`src/rtl/operand_sequencer_pkg.sv`:
```
// Shared definitions for the operand sequencer slice.
//   state_t        : sequencer states (ENTER_A, ENTER_B, WAIT_SUM, SHOW)
//   KEY_*          : keypad codes for the command keys (0-9 are digits,
//                    D-F are unused and ignored everywhere)
//   DISP_*         : display source selections
//   is_digit_code  : true for keypad codes 0-9
package operand_sequencer_pkg;

  typedef enum logic [1:0] {
    ENTER_A  = 2'd0,
    ENTER_B  = 2'd1,
    WAIT_SUM = 2'd2,
    SHOW     = 2'd3
  } state_t;

  localparam logic [3:0] KEY_PLUS  = 4'hA;
  localparam logic [3:0] KEY_EQUAL = 4'hB;
  localparam logic [3:0] KEY_CLEAR = 4'hC;

  localparam logic [1:0] DISP_A      = 2'd0;
  localparam logic [1:0] DISP_B      = 2'd1;
  localparam logic [1:0] DISP_RESULT = 2'd2;

  function automatic logic is_digit_code(input logic [3:0] code);
    return (code <= 4'd9);
  endfunction

endpackage

```
`src/rtl/operand_sequencer_bcd_operand_reg.sv`:
```
// BCD operand shift register with digit counter.
//   clk, rst : clock, asynchronous active-high reset
//   clear    : zero value and count (highest priority)
//   load     : value <= digit as the only digit, count <= 1
//   shift    : shift left one nibble, insert digit, count++ (ignored when full)
//   digit    : BCD digit to load/shift in
//   value    : N_DIGITS-digit BCD operand
//   count    : number of digits entered (0..N_DIGITS)
module bcd_operand_reg #(
  parameter int N_DIGITS = 3
) (
  input  logic                    clk,
  input  logic                    rst,
  input  logic                    clear,
  input  logic                    load,
  input  logic                    shift,
  input  logic [3:0]              digit,
  output logic [4*N_DIGITS-1:0]   value,
  output logic [2:0]              count
);

  localparam int OW = 4 * N_DIGITS;

  logic full;
  assign full = (count == 3'(N_DIGITS));

  always_ff @(posedge clk or posedge rst) begin
    if (rst) begin
      value <= '0;
      count <= '0;
    end else if (clear) begin
      value <= '0;
      count <= '0;
    end else if (load) begin
      value <= OW'(digit);
      count <= 3'd1;
    end else if (shift && !full) begin
      // Truncating cast drops the oldest nibble; it is always zero here
      // because the register is never shifted past N_DIGITS digits.
      value <= OW'({value, digit});
      count <= count + 3'd1;
    end
  end

endmodule

```
`src/rtl/operand_sequencer.sv`:
```
// Keypad-driven operand sequencer for a BCD adder.
//   clk, rst   : clock, asynchronous active-high reset
//   key_valid  : one-cycle keypad event strobe
//   key_code   : keypad code (0-9 digit, A plus, B equal, C clear)
//   add_done   : adder completion pulse, qualifies sum_in
//   sum_in     : BCD sum from the adder
//   operand_a  : BCD operand A to the adder
//   operand_b  : BCD operand B to the adder
//   add_start  : one-cycle adder request
//   result     : latched BCD sum
//   disp_sel   : display source (0 A, 1 B, 2 result)
//   error      : sticky adder timeout flag, cleared by CLEAR
module operand_sequencer
  import operand_sequencer_pkg::*;
#(
  parameter int N_DIGITS    = 3,
  parameter int SUM_TIMEOUT = 1000
) (
  input  logic                    clk,
  input  logic                    rst,
  input  logic                    key_valid,
  input  logic [3:0]              key_code,
  input  logic                    add_done,
  input  logic [4*N_DIGITS+3:0]   sum_in,
  output logic [4*N_DIGITS-1:0]   operand_a,
  output logic [4*N_DIGITS-1:0]   operand_b,
  output logic                    add_start,
  output logic [4*N_DIGITS+3:0]   result,
  output logic [1:0]              disp_sel,
  output logic                    error
);

  localparam int TW = (SUM_TIMEOUT < 2) ? 1 : $clog2(SUM_TIMEOUT);

  state_t          state, state_nx;
  logic [2:0]      cnt_a, cnt_b;
  logic [TW-1:0]   timer;

  logic k_digit, k_plus, k_equal, k_clear;
  logic clr_a, clr_b, load_a, shift_a, shift_b;
  logic start_nx, latch_res, set_err, clr_err, timeout;

  assign k_digit = key_valid && is_digit_code(key_code);
  assign k_plus  = key_valid && (key_code == KEY_PLUS);
  assign k_equal = key_valid && (key_code == KEY_EQUAL);
  assign k_clear = key_valid && (key_code == KEY_CLEAR);

  // Timer holds the number of completed WAIT_SUM cycles, so the timeout
  // fires on the SUM_TIMEOUT-th cycle spent waiting.
  assign timeout = (state == WAIT_SUM) && !add_done &&
                   (timer == TW'(SUM_TIMEOUT - 1));

  bcd_operand_reg #(.N_DIGITS(N_DIGITS)) u_reg_a (
    .clk   (clk),
    .rst   (rst),
    .clear (clr_a),
    .load  (load_a),
    .shift (shift_a),
    .digit (key_code),
    .value (operand_a),
    .count (cnt_a)
  );

  bcd_operand_reg #(.N_DIGITS(N_DIGITS)) u_reg_b (
    .clk   (clk),
    .rst   (rst),
    .clear (clr_b),
    .load  (1'b0),
    .shift (shift_b),
    .digit (key_code),
    .value (operand_b),
    .count (cnt_b)
  );

  always_comb begin
    state_nx  = state;
    clr_a     = 1'b0;
    clr_b     = 1'b0;
    load_a    = 1'b0;
    shift_a   = 1'b0;
    shift_b   = 1'b0;
    start_nx  = 1'b0;
    latch_res = 1'b0;
    set_err   = 1'b0;
    clr_err   = 1'b0;

    if (k_clear) begin
      // CLEAR outranks everything, including a coincident add_done.
      clr_a    = 1'b1;
      clr_b    = 1'b1;
      clr_err  = 1'b1;
      state_nx = ENTER_A;
    end else begin
      unique case (state)
        ENTER_A: begin
          if (k_digit) begin
            shift_a = 1'b1;
          end else if (k_plus && (cnt_a != '0)) begin
            state_nx = ENTER_B;
          end
        end
        ENTER_B: begin
          if (k_digit) begin
            shift_b = 1'b1;
          end else if (k_equal && (cnt_b != '0)) begin
            start_nx = 1'b1;
            state_nx = WAIT_SUM;
          end
        end
        WAIT_SUM: begin
          if (add_done) begin
            latch_res = 1'b1;
            state_nx  = SHOW;
          end else if (timeout) begin
            set_err  = 1'b1;
            clr_a    = 1'b1;
            clr_b    = 1'b1;
            state_nx = ENTER_A;
          end
        end
        SHOW: begin
          if (k_digit) begin
            load_a   = 1'b1;
            clr_b    = 1'b1;
            state_nx = ENTER_A;
          end
        end
        default: state_nx = ENTER_A;
      endcase
    end
  end

  always_comb begin
    disp_sel = DISP_A;
    unique case (state)
      ENTER_A:  disp_sel = DISP_A;
      ENTER_B:  disp_sel = DISP_B;
      WAIT_SUM: disp_sel = DISP_B;
      SHOW:     disp_sel = DISP_RESULT;
      default:  disp_sel = DISP_A;
    endcase
  end

  always_ff @(posedge clk or posedge rst) begin
    if (rst) begin
      state     <= ENTER_A;
      add_start <= 1'b0;
      result    <= '0;
      error     <= 1'b0;
      timer     <= '0;
    end else begin
      state     <= state_nx;
      add_start <= start_nx;
      if (latch_res) begin
        result <= sum_in;
      end
      if (clr_err) begin
        error <= 1'b0;
      end else if (set_err) begin
        error <= 1'b1;
      end
      if ((state == WAIT_SUM) && (state_nx == WAIT_SUM)) begin
        timer <= timer + TW'(1);
      end else begin
        timer <= '0;
      end
    end
  end

endmodule

```
`config.mk`:
```
export PLATFORM = sky130hd
export DESIGN_NAME = operand_sequencer
export DESIGN_NICKNAME = d
export VERILOG_FILES = /design/src/rtl/operand_sequencer_pkg.sv /design/src/rtl/operand_sequencer_bcd_operand_reg.sv /design/src/rtl/operand_sequencer.sv
export SDC_FILE = /design/constraint.sdc
export NUM_CORES = 1
export LEC_CHECK = 0
export CAP_MARGIN = 20
export CORE_UTILIZATION = 45
export CTS_CLUSTER_DIAMETER = 150
export DETAILED_ROUTE_END_ITERATION = 8
export PLACE_DENSITY = 0.73
export SLEW_MARGIN = 10
export SYNTH_ARGS = -nofsm -noshare
export SYNTH_HDL_FRONTEND = slang
export SYNTH_SLANG_ARGS = --single-unit
```
`constraint.sdc`:
```
create_clock -name clk -period 3.7 [get_ports clk]
set_input_delay 0.555 -clock clk [delete_from_list [all_inputs] [get_ports clk]]
set_output_delay 0.555 -clock clk [all_outputs]
set_load 0.01 [all_outputs]
```
==> reports/qor.yml <==
critical_path:
  cp_data_required_time_ns: 3.89
  path_class: "flip-flop to flip-flop"
  slowest_stage: "ha_1"
  critical_path.cell_chain: "inv_1 > ha_1 > nand4b_1 > o31ai_1 > o211ai_1 > nand2_1 > nor3_1"
  timing.rr.start: "state[0]"
  path_max_fanout: 15
  r2r_slack_ns: 1.37
  critPathMaxStageDelay_ns: 0.48
  timing.rr.end: "timer[4]"
  r2r_cells: 7
  cp-end-kind: "flip-flop"
  worstPathArrival_ns: 2.52
  cp-start-kind: "flip-flop"
route:
  wl_met1_um: 2730
  first_iter_violations: 98
  wl_um: 5820
  routed_via_density: 5.13
  ant_nets: 0
  drc: 0
  wire_per_inst_um: 13.9
  vias: 2154
  dr_wl_met3_um: 275
  route.met2.wl_um: 2770
  firstDrtPassIters: 4
  highest_layer: "met4"
timing:
  timing.final.ws_setup_ns: 1.37
  rsz0062_at_grt: "no"
  skew_ns: 0.00727
  setup_viol: 0
  hold_violations: 0
  fin_crit_ns: 2.33
  timing.setup.tns_ns: 0
  slew_viol_final: 0
  timing.hold.ws_ns: 0.412
  tightest_slew_ns: 0.956
  max_slew_margin: 0.359
  finalCritPeriodShare: 0.629
  fmax_mhz: 430
synth:
  synth_edf_count: 0
  syn_area_um2: 2890
  async_reset_ff_frac: 1.00
  yosysSeqAreaShare: 0.519
  synth-seq-cells: 60
  avgSynthCellArea_um2: 10.7
  synthCells: 269
  synth_nets: 306
  ys.flop_type: "dfrtp_1"
  yosys_warnings: 0
  ys_types: 42
power_and_ir_drop:
  seq_power_share: 0.346
  power_frac_comb: 0.424
  leakage_nw: 1.75
  p_switching_mw: 1.02
  p_int_mw: 2.06
  power_density_nw_per_um2: 799
  ir_drop_v: 0.000409
  p_clk_frac: 0.230
  sw_frac_of_total: 0.331
outcome:
  status: "completed"
placement:
  hpwl_um: 4140
  place_ws_ns: 1.05
  dpl_cell_area_um2: 3620
  gp_congestion: 0.791
  port-buffer-count: 67
clock_tree:
  cts.path.max_buffers: 2
  cts_tree: "done"
  clock-sinks: 60
  cts_made_buffers: 9
  post-cts-setup-buffers: 0
  clk_pin_slew_ns: 0.07
  cts-root-buf: "clkbuf_8"
  clock_latency_ns: 0.33
  ctsHoldBuffers: 0
  cts_resized: 0
  htreeDepth: 3
floorplan:
  chipWidth_um: 82.1
  num_io_pins: 68
  die_h_um: 82.1
  dieArea_um2: 6750
  num_rows: 28
  core_um2: 6060
  initial_core_util: 0.477
final_layout:
  regArea_um2: 1500
  diodes: 0
  drive_gt1_frac: 0.133
  fillers: 497
  nets: 378
  multi_input_area_um2: 1260
  finish.instance_area_um2: 3860
  syn_to_final_growth_pct: 33.5
  final_util: 0.637
grt:
  grt_pass1_vias: 2179
  grt_pass1_wl_um: 9640
  grt_usage: 0.195
  grt_overflow: 0
  grt_start_max_net_pins: 29
  antenna_found_initial: 0
hold_path:
  hold_path.class: "input port to async pin"
run:
  cap_violations: 0
[metrics by stage]
step / instances / power (mW)
global placement: 405 / 2.36
finish: 420 / 3.08
detailed placement: 405 / 2.39
global route: 420 / 3.30
floorplan: 269 / 1.80
CTS: 420 / 3.12
[worst max-delay path by stage]
stage                startpoint                to  slack, ns
floorplan                   rst         add_start       1.66
global placement    key_code[2]  u_reg_b.value[3]       1.05
detailed placement  key_code[1]  u_reg_b.value[3]       1.05
CTS                    state[0]          timer[3]       1.34
global route        key_code[1]  u_reg_b.count[2]       1.07
finish                 state[0]          timer[4]       1.37
[kinds of logic (layout without fill, tap and decap cells)]
kind of cell | after synthesis | after routing | synth area share
compound gates | 35 | 35 | 0.0762
buf+inv | 27 | 103 | 0.0450
mux | 25 | 25 | 0.0935
fa+ha+maj | 13 | 13 | 0.0563
xor+xnor | 10 | 10 | 0.0303
simple gates | 99 | 99 | 0.179
flops | 60 | 60 | 0.519
[synth_stat cells, types with 2 or more instances]
cell type | instances | area share
nor2_1 | 22 | 0.029
a211oi_1 | 3 | 0.0078
clkbuf_1 | 3 | 0.0039
mux2i_1 | 9 | 0.031
buf_2 | 5 | 0.0087
nand4b_1 | 4 | 0.012
xnor2_1 | 4 | 0.012
mux2_2 | 16 | 0.062
xor2_1 | 6 | 0.018
inv_1 | 16 | 0.021
buf_6 | 3 | 0.012
or3b_1 | 2 | 0.0061
nand3_1 | 7 | 0.012
a21oi_1 | 20 | 0.035
o31ai_1 | 3 | 0.0078
dfrtp_1 | 60 | 0.52
nand2_1 | 42 | 0.055
ha_1 | 13 | 0.056
nor3_1 | 8 | 0.014
[cells in the final DEF, fill, tap and decap left out, drive strengths merged, types with 2 or more instances in the layout]
master	count
clkbuf	10
bufinv	3
mux2	16
a21oi	20
clkinv	2
buf	5
nor3	9
inv	16
ha	13
nand4b	4
o31ai	3
or3	2
nor2	22
dfrtp	60
a211oi	3
clkdlybuf4s50	67
nand2	43
xnor2	4
a21boi	2
nand3	8
or3b	2
xor2	6
nor4b	3
a31oi	2
mux2i	9
[state kept, by name, summed over array words and instances (netlist names)]
signal and count:
result 16, u_reg_a.value 12, u_reg_b.value 12, timer 10
u_reg_a.count 3, u_reg_b.count 3, state 2, add_start 1
error 1
[power by group through the flow]
stage	clock network [mW]	registers [mW]	logic, mW
5_1_grt	0.757	1.10	1.44
6_report	0.708	1.07	1.31
3_3_place_gp	0	1.06	1.29
3_5_place_dp	0	1.08	1.32
4_1_cts	0.725	1.07	1.32
2_1_floorplan	0	1.15	0.648
[layout make-up]
| cell class | count | share of cell area |
|---|---|---|
| Clock buffer | 10 | 0.0357 |
| Clock inverter | 5 | 0.0259 |
| Inverter | 16 | 0.0156 |
| Multi-Input combinational cell | 182 | 0.326 |
| Sequential cell | 60 | 0.389 |
| Tap cell | 75 | 0.0243 |
| Timing Repair Buffer | 72 | 0.183 |
[layer usage]
| metal | track usage | up-vias |
|---|---|---|
| met1 | 0.238 | 1036 |
| met5 | 0 | - |
| met2 | 0.316 | 59 |
| met4 | 0.0825 | 0 |
| met3 | 0.0637 | 5 |
| li1 | - | 1054 |
[worst max-delay path: cells and delay by family (launching register included)]
| family | cells | cell delay [ns] |
|---|---|---|
| buffers and inverters | 1 | 0.13 |
| AND/OR/NAND/NOR | 3 | 0.67 |
| adder cells (fa/ha/maj) | 1 | 0.48 |
| flip-flops | 1 | 0.43 |
| AO/OA/AOI/OAI | 2 | 0.49 |
No activity file was read; power rests on OpenSTA's default activity.
